**config.mk**
```make
export PLATFORM = sky130hd
export DESIGN_NAME = axi2sdram_cmd_arbiter
export DESIGN_NICKNAME = d
export VERILOG_FILES = /design/src/rtl/axi2sdram_cmd_arbiter.sv
export SDC_FILE = /design/constraint.sdc
export NUM_CORES = 1
export LEC_CHECK = 0
export BUFFER_PORTS_ARGS = -buffer_cell sky130_fd_sc_hd__buf_2
export CAP_MARGIN = 15
export CORE_ASPECT_RATIO = 1.1
export CORE_MARGIN = 2
export CORE_UTILIZATION = 43
export CTS_CLUSTER_SIZE = 28
export DETAILED_ROUTE_END_ITERATION = 12
export GPL_TIMING_DRIVEN = 1
export PLACE_DENSITY = 0.78
export SYNTH_ARGS = -nofsm -noshare
export SYNTH_HDL_FRONTEND = slang
export SYNTH_SLANG_ARGS = --single-unit
```
**constraint.sdc**
```tcl
create_clock -name clk -period 2.2 [get_ports clk]
set_input_delay 0.33 -clock clk [delete_from_list [all_inputs] [get_ports clk]]
set_output_delay 0.33 -clock clk [all_outputs]
set_load 0.03 [all_outputs]
```
**src/rtl/axi2sdram_cmd_arbiter.sv**
```systemverilog
// Picks one AXI write or read request, packs it as {op,strb,addr,data} and pushes it to the SDRAM command FIFO.
// Round-robin tie-break by default; define WR_FIXED_PRIO_EN to make writes always beat reads.
module axi2sdram_cmd_arbiter #(
  parameter int ADDR_WIDTH      = 32,
  parameter int DATA_WIDTH      = 32,
  parameter int MAX_OUTSTANDING = 4,
  parameter int STRB_WIDTH      = DATA_WIDTH / 8,
  parameter int CMD_WIDTH       = 1 + STRB_WIDTH + ADDR_WIDTH + DATA_WIDTH
) (
  input  logic                  clk,
  input  logic                  reset,
  input  logic                  wr_req_valid,
  input  logic [ADDR_WIDTH-1:0] wr_req_addr,
  input  logic [DATA_WIDTH-1:0] wr_req_data,
  input  logic [STRB_WIDTH-1:0] wr_req_strb,
  output logic                  wr_req_ready,
  input  logic                  rd_req_valid,
  input  logic [ADDR_WIDTH-1:0] rd_req_addr,
  output logic                  rd_req_ready,
  output logic                  fifo_wr_en,
  output logic [CMD_WIDTH-1:0]  fifo_data_in,
  input  logic                  fifo_full,
  input  logic                  rsp_pop,
  output logic [3:0]            rd_outstanding,
  output logic                  busy
);

  localparam logic [0:0] IDLE = 1'b0;
  localparam logic [0:0] PUSH = 1'b1;
  localparam logic [3:0] MAX_CREDITS = 4'(MAX_OUTSTANDING);

  logic [0:0]           state;
  logic [CMD_WIDTH-1:0] cmd;
  logic [3:0]           credits;
  logic                 wr_elig, rd_elig;
  logic                 grant_wr, grant_rd;
  logic                 push, credit_inc, credit_dec;
`ifndef WR_FIXED_PRIO_EN
  logic                 last_wr;
`endif

  assign wr_elig = wr_req_valid;
  assign rd_elig = rd_req_valid && (credits < MAX_CREDITS);

  always_comb begin
    grant_wr = 1'b0;
    grant_rd = 1'b0;
    if (!reset && state == IDLE) begin
`ifdef WR_FIXED_PRIO_EN
      grant_wr = wr_elig;
      grant_rd = rd_elig && !wr_elig;
`else
      if (wr_elig && rd_elig) begin
        grant_wr = !last_wr;
        grant_rd = last_wr;
      end else begin
        grant_wr = wr_elig;
        grant_rd = rd_elig;
      end
`endif
    end
  end

  // Gated by reset so a stalled command is dropped rather than pushed during reset.
  assign push       = !reset && (state == PUSH) && !fifo_full;
  assign credit_inc = push && !cmd[CMD_WIDTH-1];
  assign credit_dec = rsp_pop && (credits != 4'd0);

  assign wr_req_ready   = grant_wr;
  assign rd_req_ready   = grant_rd;
  assign fifo_wr_en     = push;
  assign fifo_data_in   = cmd;
  assign rd_outstanding = credits;
  assign busy           = (state != IDLE);

  always_ff @(posedge clk) begin
    if (reset) begin
      state   <= IDLE;
      cmd     <= '0;
      credits <= 4'd0;
`ifndef WR_FIXED_PRIO_EN
      last_wr <= 1'b0;
`endif
    end else begin
      if (grant_wr) begin
        state <= PUSH;
        cmd   <= {1'b1, wr_req_strb, wr_req_addr, wr_req_data};
      end else if (grant_rd) begin
        state <= PUSH;
        cmd   <= {1'b0, {STRB_WIDTH{1'b0}}, rd_req_addr, {DATA_WIDTH{1'b0}}};
      end else if (push) begin
        state <= IDLE;
      end
`ifndef WR_FIXED_PRIO_EN
      if (grant_wr || grant_rd) last_wr <= grant_wr;
`endif
      // A pop alongside a read push cancels out, even when the count is zero.
      if (credit_inc && !rsp_pop)      credits <= credits + 4'd1;
      else if (!credit_inc && credit_dec) credits <= credits - 4'd1;
    end
  end

endmodule

```
# Word-level counts from Yosys, hierarchy flattened
# Index checks and enable logic that the tools add are counted.
# word_totals
output_inout_bits,77
inputBits,106
register_bits,75
# op_classes
n_bitwise,1
order_cmp,1
n_mux,11
reduce_logical,20
add_sub_neg,2
# ops
operator,n
$mux W69,2
$logic_and A1 B1 Y1,9
$mux W4,2
$mux W1,7
$logic_not A1 Y1,6
$add A4 B1 Y4 const B,1
$lt A4 B3 Y1 const B,1
$reduce_bool A2 Y1,2
$reduce_bool A4 Y1,1
$sub A4 B1 Y4 const B,1
$reduce_bool A3 Y1,1
$logic_or A1 B1 Y1,1
$not A1 Y1,1

# Longest topological paths before layout
# Gate-level depths: netlist of the first run.
# depth
word_depth,8
depth_mapped,8
mapped_depth_nobuf,7

# Worst setup path before layout of the first run
# No wires, ideal clock.
# synth_path
path_kind,register to register
start,reg state (netlist: busy)
end,reg credits[3] (netlist: rd_outstanding[3])
synth_period_minus_slack_ns,2.121
stages_incl_launch_ff,8
arrival_time_ns,1.978
setup_slack_ns,0.079
n_path_buf,0
path_cell_list,dfxtp_1 -> nor4b_1 -> nand2b_1 -> ha_1 -> a21oi_1 -> a211oi_1 -> a311oi_1 -> a211oi_1
# synth_via
elab_chain_cells,6
# synth_lines
element,line,rtl
from (decl),32,logic [0:0] state;
from (signal assigned),78,state <= IDLE;
from (signal assigned),86,state <= PUSH;
from (signal assigned),89,state <= PUSH;
$logic_and A1 B1 Y1 (*) (2 in a row),65,assign push = !reset && (state == PUSH) && !fifo_full;
$logic_and A1 B1 Y1 (*),66,assign credit_inc = push && !cmd[CMD_WIDTH-1];
$logic_not A1 Y1,99,else if (!credit_inc && credit_dec) credits <= credits - 4'd1;
$logic_and A1 B1 Y1,99,
$reduce_bool A2 Y1 (no source line),n/a,
to (signal assigned),98,if (credit_inc && !rsp_pop) credits <= credits + 4'd1;
to (signal assigned),99,
to (decl),34,logic [3:0] credits;
# Mark *: on every way between the ends. The rest lies on a longest branch, timed or not.
# A chain may end at the register's enable or synchronous reset.

# Worst setup path after layout of the first run
# Ends and elaborated chain as after synthesis.

==> run_results.csv, run 1 <==
group,metric,value,unit
worst_setup_path,critPathKind,"register to register",
routing,via_per_inst,5.25,
placement,post-place-ws,-0.00257,ns
power_and_ir_drop,irDropWorstVdd,0.530,mV
yosys,synthesis.area,2990,um^2
worst_setup_path,cp-endpoint,"rd_outstanding[3]",
placement,gp_congestion,0.765,
sta,layout_setup_ws,0.188,ns
worst_setup_path,ff2ff_setup_slack,0.19,ns
floorplan,ioPinCount,183,
worst_setup_path,cp-start-kind,"register",
sta,rsz0062_at_grt,"false",
clocking,ctsHoldBuffers,0,
worst_setup_path,cp-startpoint,"busy",
placement,placed_cell_area,3960,um^2
clocking,worstSkewPairLatency,0.33,ns
routing,drt_iter0_markers,100,
routing,wl,8060,um
global_route,grt_pass1_vias,2877,
routing,drt-wirelength-per-cell,14.2,um
hold_path,hp-class,"primary input to register",
power_and_ir_drop,p_leak,2.20,nW
clocking,cts.sinks,74,
routing,ant_nets,0,
sta,drv_slew,0,
yosys,ys.warnings.count,0,
yosys,synth-seq-cells,74,
cells_and_area,fin_area,4200,um^2
global_route,grt_pass1_wl,12900,um
clocking,root_buffer,"clkbuf_8",
worst_setup_path,reg2reg_depth,7,
clocking,cts_max_level,3,
yosys,syn_nets,414,
cells_and_area,final_cell_mix,"buf_2, dfxtp_1, nor2_1",
global_route,grt_usage,20.5,%
routing,dr_total_vias,2981,
run,drv_cap,0,
worst_setup_path,rr_endpoint,"rd_outstanding[3]",
floorplan,start_util,44.8,%
routing,route.detailed.drc,0,
placement,placed_cells,552,
yosys,synthCells,305,
sta,hold_violations,0,
clocking,clock_tree.buffer_depth,2,
placement,port_buffers,182,
placement,dp.final_hpwl,5770,um
routing,first_pass_iters,5,
floorplan,die_w,83.5,um
floorplan,rows,31,
worst_setup_path,cp_data_required_time,2.44,ns
clocking,post_cts_resized,0,
sta,relSlewSlack,56.9,%
floorplan,dieArea,7630,um^2
cells_and_area,stdcell_count,568,
sta,post-route-min-period,2.01,ns
yosys,ys_seq_area_share,49.6,%
sta,fmax,0.497,GHz
global_route,antenna_found_initial,0,
sta,skew,0.00886,ns
cells_and_area,fin_util,62.9,%
global_route,gr-total-overflow,0,
worst_setup_path,path_max_fanout,7,
global_route,grt_max_degree,66,
clocking,path_clk_slew,0.08,ns
cells_and_area,n_antenna_cell,0,
sta,period_share,91.4,%
run_status,outcome,"finished, final reports clean",
yosys,syn_avg_cell_area,9.79,um^2
cells_and_area,nets,590,
worst_setup_path,r2r_start,"busy",
clocking,cts_tree,"done",
power_and_ir_drop,power_density,986,nW/um^2
clocking,postCtsSetupBuffers,0,
sta,tightest_slew,0.638,ns
clocking,cts_buffers,9,
floorplan,coreArea,6670,um^2
cells_and_area,layout-drive-gt1-share,44.7,%
yosys,synth_cell_types,32,
floorplan,die_y,91.4,um
worst_setup_path,end_kind,"register",
cells_and_area,layout_commonest_cell,"buf_2",
cells_and_area,layout-area-overhead-vs-synth,40.5,%
worst_setup_path,cp_data_arrival_time,2.25,ns
sta,setup_viol,0,
-- metrics by stage --
stage / total power, mW / TNS, ns / hold slack (ns)
4_1_cts: 4.18 / 0 / 0.224
3_5_place_dp: 3.04 / -0.00257 / 0.483
5_1_grt: 4.36 / 0 / 0.235
2_1_floorplan: 2.61 / 0 / 0.470
3_3_place_gp: 3.00 / 0 / 0.473
6_report: 4.14 / 0 / 0.241
-- kinds of logic after synthesis --
kind of cell	share of synthesized area, %
buffers and inverters	4.52
AO/OA/AOI/OAI	20.2
AND/OR/NAND/NOR	11.8
adder cells (fa/ha/maj)	1.51
multiplexers	11.8
XOR/XNOR	0.587
flip-flops	49.6
-- cells in the mapped netlist (all sizes together) --
cell	instances	area [um^2]
a2111o	1	11.3
a211oi	35	268
a21oi	1	5.00
a22oi	36	270
a311oi	1	8.76
buf	14	78.8
clkbuf	12	45.0
dfxtp	74	1480
fa	1	20.0
ha	2	25.0
inv	3	11.3
mux2i	34	353
nand2	3	11.3
nand2b	2	12.5
nand3	1	5.00
nand3b	1	7.51
nor2	73	274
nor3b	2	20.0
nor4b	1	8.76
o211ai	1	12.5
o21ai	2	10.0
o21bai	1	7.51
o41ai	1	8.76
or4b	1	13.8
xnor2	2	17.5
-- flip-flops by register name, indices dropped and copies added, names as in the netlist --
name / count
fifo_data_in: 69
rd_outstanding: 4
busy: 1
-- cell type report --
class / instances / area [um^2]
Multi-Input combinational cell: 202 / 1400
Timing Repair Buffer: 191 / 978
Fill cell: 568 / 2480
Inverter: 3 / 11.3
Tap cell: 82 / 103
Clock inverter: 7 / 93.8
Clock buffer: 9 / 124
Sequential cell: 74 / 1480
-- worst min-delay path by stage --
stage	start	end	slack, ns	cells past startpoint
after floorplan	fifo_full	busy	0.47	2
final	wr_req_data[10]	fifo_data_in[10]	0.24	3
after CTS	wr_req_data[18]	fifo_data_in[18]	0.22	3
after global routing	wr_req_data[28]	fifo_data_in[28]	0.23	3
after detailed placement	fifo_data_in[1]	fifo_data_in[1]	0.48	2
after global placement	fifo_data_in[19]	fifo_data_in[19]	0.47	2
-- power breakdown --
part           switching, mW  leakage, nW  internal (mW)
registers              0.128        0.606           1.52
logic                  0.854         1.49          0.516
clock network          0.487        0.105          0.636
-- critical path, stage by stage, from the launching register on --
cell,delay (ns)
dfxtp_1,0.43
nor4b_4,0.26
nand2b_1,0.15
ha_1,0.35
a21oi_1,0.24
a211oi_2,0.12
o21bai_1,0.16
a211oi_1,0.22
-- layer usage --
metal,vias to the layer above,global-route usage [%],wire length [um]
li1,1451,-,-
met1,1370,24.0,3310
met2,147,34.9,3860
met3,13,6.27,753
met4,0,8.06,142
met5,-,0,0
Note: power is estimated with default switching activity, not from simulation.
==> run 2, diff against run 1 <==
==> config.mk (replaced) <==
export PLATFORM = sky130hd
export DESIGN_NAME = axi2sdram_cmd_arbiter
export DESIGN_NICKNAME = d
export VERILOG_FILES = /design/src/rtl/axi2sdram_cmd_arbiter.sv
export SDC_FILE = /design/constraint.sdc
export NUM_CORES = 1
export LEC_CHECK = 0
export CAP_MARGIN = 15
export CORE_ASPECT_RATIO = 1.1
export CORE_MARGIN = 2
export CORE_UTILIZATION = 55
export CTS_CLUSTER_SIZE = 28
export DETAILED_ROUTE_END_ITERATION = 12
export DONT_BUFFER_PORTS = 1
export GPL_TIMING_DRIVEN = 1
export PLACE_DENSITY = 0.68
export SYNTH_ARGS = -nofsm -noshare
export SYNTH_HDL_FRONTEND = slang
export SYNTH_SLANG_ARGS = --single-unit
==> run_results.csv, run 2 (synthesized netlist as in run 1, its figures left out) <==
group,metric,value,unit
hold_path,hp-class,"primary input to register",
cells_and_area,layout-drive-gt1-share,11.8,%
cells_and_area,fillers,482,
worst_setup_path,critPathKind,"register to output pin",
cells_and_area,layout_commonest_cell,"dfxtp_1",
sta,holdWs,0.0575,ns
worst_setup_path,end_kind,"output pin",
placement,dp.final_hpwl,4680,um
run_status,outcome,"finished, final reports clean",
power_and_ir_drop,switchingPower,1.37,mW
clocking,root_buffer,"clkbuf_8",
global_route,grt_pass1_vias,2035,
power_and_ir_drop,seq_power_share,48.2,%
global_route,grt_max_degree,80,
floorplan,rows,28,
sta,skew,0.00945,ns
clocking,cts.sinks,74,
global_route,gr-total-overflow,0,
cells_and_area,final_cell_mix,"dfxtp_1, nor2_1, a22oi_1",
clocking,cts_tree,"done",
floorplan,start_util,56.1,%
worst_setup_path,path_max_fanout,37,
placement,gp_congestion,0.777,
sta,fmax,0.480,GHz
cells_and_area,layout-area-overhead-vs-synth,11.3,%
power_and_ir_drop,p_total,4.01,mW
sta,drv_slew,0,
sta,setup_viol,0,
power_and_ir_drop,p_sw_share,34.3,%
floorplan,coreArea,5330,um^2
cells_and_area,register_area,1480,um^2
clocking,clock_tree.buffer_depth,2,
power_and_ir_drop,pwr-share-clk,31.1,%
run,drv_cap,0,
routing,drt-wirelength-per-cell,17.6,um
worst_setup_path,cp_data_arrival_time,1.75,ns
routing,drt_iter0_markers,107,
sta,period_share,94.7,%
cells_and_area,stdcell_count,381,
cells_and_area,largest_reg_flops,69,
clocking,cts_buffers,9,
power_and_ir_drop,pwr-share-comb,20.6,%
cells_and_area,n_antenna_cell,0,
global_route,grt_usage,21.0,%
worst_setup_path,ff2ff_setup_slack,0.26,ns
sta,post-route-min-period,2.08,ns
clocking,postCtsSetupBuffers,0,
routing,first_pass_iters,5,
sta,tns,0,ns
clocking,worstSkewPairLatency,0.34,ns
power_and_ir_drop,p_int,2.63,mW
power_and_ir_drop,p_leak,1.42,nW
routing,via_per_inst,5.89,
cells_and_area,fin_area,3320,um^2
routing,wl,6720,um
global_route,grt_pass1_wl,9650,um
global_route,antenna_found_initial,0,
floorplan,die_w,74.3,um
power_and_ir_drop,irDropWorstVdd,0.674,mV
sta,relSlewSlack,56.0,%
routing,route.detailed.drc,0,
clocking,cts_max_level,3,
floorplan,dieArea,6040,um^2
sta,rsz0062_at_grt,"false",
worst_setup_path,cp_data_required_time,1.87,ns
placement,placed_cells,365,
sta,tightest_slew,0.651,ns
placement,port_buffers,0,
cells_and_area,multi_input_area,1390,um^2
worst_setup_path,cp-start-kind,"register",
power_and_ir_drop,power_density,1200,nW/um^2
placement,placed_cell_area,3080,um^2
routing,dr_total_vias,2245,
routing,ant_nets,0,
sta,hold_violations,0,
clocking,path_clk_slew,0.08,ns
cells_and_area,nets,410,
floorplan,die_y,81.3,um
floorplan,ioPinCount,183,
==> run 2: cell count changes in the layout (fill, tap and decap cells not counted), sizes merged <==
cell,before,now
buf,191,11
bufinv,2,3
clkinv,3,2
clkinvlp,2,1
inv,3,4
==> run 2: stage by stage <==
| step | utilization (%) | worst slack [ns] |
|---|---|---|
| final | 62.4 | 0.118 |
| after global routing | 62.4 | 0.0287 |
| after CTS | 62.3 | 0.107 |
| after detailed placement | 57.8 | 0.144 |
| after global placement | 57.8 | 0.200 |
| after floorplan | - | 0.0787 |
==> run 2: worst max-delay path, stage by stage, from the launching register on <==
cell and delay (ns):
dfxtp_1 0.32, buf_4 0.19, a2111o_2 0.56, inv_2 0.11, buf_12 0.20
==> run 2: power by group through the flow <==
| stage | clock network, mW | registers [mW] | logic (mW) |
|---|---|---|---|
| CTS | 1.28 | 1.94 | 0.835 |
| floorplan | 0 | 2.00 | 0.602 |
| global route | 1.33 | 1.95 | 0.919 |
| detailed placement | 0 | 1.96 | 0.831 |
| global placement | 0 | 1.96 | 0.814 |
| finish | 1.25 | 1.93 | 0.826 |
==> run 2: final cells by class <==
type                       count  share of cell area [%]
sequential                    74                    44.6
multi-input combinational    202                    41.8
inverter                       3                   0.339
tap                           75                    2.82
clock inverter                 7                    3.50
clock buffer                   9                    3.73
timing repair buffer          11                    3.24
==> run 2: final timing paths <==
| kind | cells after the start | startpoint | endpoint |
|---|---|---|---|
| worst max-delay path | 4 | fifo_data_in[68] | wr_req_ready |
| worst min-delay path | 1 | reset | rd_outstanding[2] |
| worst max register to register | 7 | fifo_data_in[68] | rd_outstanding[3] |
| worst min register to register | 3 | busy | busy |
==> run 2: repair_timing <==
action / in CTS / in global routing
hold buffers: 0 / 0
setup endpoints to repair: 0 / 1
gates resized for setup: 0 / 1
==> run 2: layer usage <==
layer	vias up	global-route usage (%)	routed length, um
li1	1089	-	-
met1	1021	24.1	2630
met2	128	34.9	3290
met3	7	7.07	718
met4	0	10.5	76
met5	-	0	0
==> run 3, diff against run 2 <==
--- a/config.mk
+++ b/config.mk
@@ -13,7 +13,7 @@
 export DETAILED_ROUTE_END_ITERATION = 12
 export DONT_BUFFER_PORTS = 1
 export GPL_TIMING_DRIVEN = 1
-export PLACE_DENSITY = 0.68
+export PLACE_DENSITY = 0.79
 export SYNTH_ARGS = -nofsm -noshare
 export SYNTH_HDL_FRONTEND = slang
 export SYNTH_SLANG_ARGS = --single-unit
==> run_results.csv, run 3 (synthesized netlist as in run 1, its figures left out) <==
group,metric,value,unit
run_status,outcome,"finished, final reports clean",
clocking,cts_max_level,3,
routing,wl_met1,2700,um
placement,port_buffers,0,
floorplan,die_y,81.3,um
cells_and_area,largest_reg_flops,69,
clocking,clock_tree.buffer_depth,2,
floorplan,dieArea,6040,um^2
worst_setup_path,reg2reg_depth,7,
routing,ant_nets,0,
routing,top_layer,"met4",
worst_setup_path,end_kind,"output pin",
placement,placed_cell_area,3080,um^2
worst_setup_path,cp_data_arrival_time,1.62,ns
placement,dp.final_hpwl,4500,um
routing,drt_iter0_markers,80,
sta,fmax,0.513,GHz
clocking,root_buffer,"clkbuf_8",
routing,wl_met2,2910,um
cells_and_area,layout-drive-gt1-share,12.4,%
routing,dr_total_vias,2240,
floorplan,start_util,56.1,%
floorplan,coreArea,5330,um^2
clocking,worstSkewPairLatency,0.33,ns
sta,drv_slew,0,
routing,first_pass_iters,4,
floorplan,ioPinCount,183,
routing,via_per_inst,5.88,
sta,hold_violations,0,
cells_and_area,layout_commonest_cell,"dfxtp_1",
floorplan,die_w,74.3,um
sta,setup_viol,0,
cells_and_area,final_cell_mix,"dfxtp_1, nor2_1, a22oi_1",
sta,period_share,88.6,%
clocking,cts_tree,"done",
global_route,gr-total-overflow,0,
hold_path,holdPathStages,1,
global_route,grt_usage,19.3,%
sta,tightest_slew,0.643,ns
sta,tns,0,ns
power_and_ir_drop,power_density,1190,nW/um^2
worst_setup_path,cp-start-kind,"register",
clocking,postCtsSetupBuffers,0,
floorplan,rows,28,
global_route,grt_pass1_wl,9000,um
global_route,grt_max_degree,80,
placement,gp_congestion,0.806,
routing,dr_wl_met3,721,um
sta,relSlewSlack,56.6,%
routing,drt-wirelength-per-cell,17.0,um
clocking,path_clk_slew,0.08,ns
worst_setup_path,ff2ff_setup_slack,0.27,ns
global_route,antenna_found_initial,0,
clocking,cts.sinks,74,
worst_setup_path,critPathKind,"register to output pin",
sta,rsz0062_at_grt,"false",
sta,skew,0.0120,ns
routing,wl,6470,um
cells_and_area,fin_area,3320,um^2
sta,post-route-min-period,1.95,ns
worst_setup_path,path_max_fanout,6,
cells_and_area,nets,410,
cells_and_area,layout-area-overhead-vs-synth,11.1,%
routing,route.detailed.drc,0,
cells_and_area,n_antenna_cell,0,
global_route,grt_pass1_vias,1971,
run,drv_cap,0,
hold_path,hp-class,"primary input to register",
power_and_ir_drop,p_total,3.94,mW
power_and_ir_drop,p_leak,1.41,nW
worst_setup_path,cp_data_required_time,1.87,ns
clocking,cts_buffers,9,
power_and_ir_drop,irDropWorstVdd,0.826,mV
[run 3: cell count changes in the layout (fill, tap and decap cells not counted)]
cell / previous run / this run
a211oi_1: 34 / 33
a211oi_2: 1 / 2
a21oi_1: 1 / 0
a21oi_2: 0 / 1
bufinv_16: 3 / 2
clkbuf_8: 9 / 10
clkinv_2: 2 / 1
clkinvlp_4: 1 / 2
[run 3: worst max-delay path: stages (launching register included)]
cell and delay [ns]:
dfxtp_1 0.31, buf_4 0.18, nor2_1 0.30, o211ai_4 0.19, inv_1 0.31
[run 3: repair_timing]
action / 4_1_cts / 5_1_grt
resized for setup: 0 / 3
hold buffers: 0 / 0
setup endpoints to repair: 0 / 1
[run 3: final cells by class]
| class | instances | area [um^2] |
|---|---|---|
| timing repair buffer | 11 | 108 |
| multi-input combinational | 202 | 1400 |
| clock inverter | 6 | 88.8 |
| inverter | 3 | 11.3 |
| tap | 75 | 93.8 |
| clock buffer | 10 | 138 |
| sequential | 74 | 1480 |
| fill | 452 | 2010 |
[run 3: where the power goes]
| part | internal [mW] | leakage (nW) | total [mW] | switching [mW] |
|---|---|---|---|---|
| sequential | 1.52 | 0.606 | 1.93 | 0.411 |
| combinational | 0.365 | 0.695 | 0.846 | 0.481 |
| clock | 0.672 | 0.109 | 1.16 | 0.492 |
[run 3: path summary, 6_finish.rpt]
kind / start / to
max reg2reg: fifo_data_in[68] / rd_outstanding[3]
min reg2reg: rd_outstanding[3] / rd_outstanding[3]
min: reset / rd_outstanding[2]
max: busy / rd_req_ready
[run 3: stage by stage]
| step | instances | hold WS [ns] | setup slack [ns] | utilization, % |
|---|---|---|---|---|
| 4_1_cts | 381 | 0.0430 | 0.0838 | 62.1 |
| 2_1_floorplan | 305 | 0.470 | 0.0787 | - |
| 3_5_place_dp | 365 | 0.403 | 0.0892 | 57.8 |
| 6_report | 381 | 0.0672 | 0.251 | 62.3 |
| 3_3_place_gp | 365 | 0.403 | 0.196 | 57.8 |
| 5_1_grt | 381 | 0.0379 | 0.0365 | 62.3 |
[run 3: layer usage]
layer,vias up,track usage (%)
met2,140,30.1
met3,14,5.96
met5,-,0
met4,0,9.64
met1,993,24.1
li1,1093,-
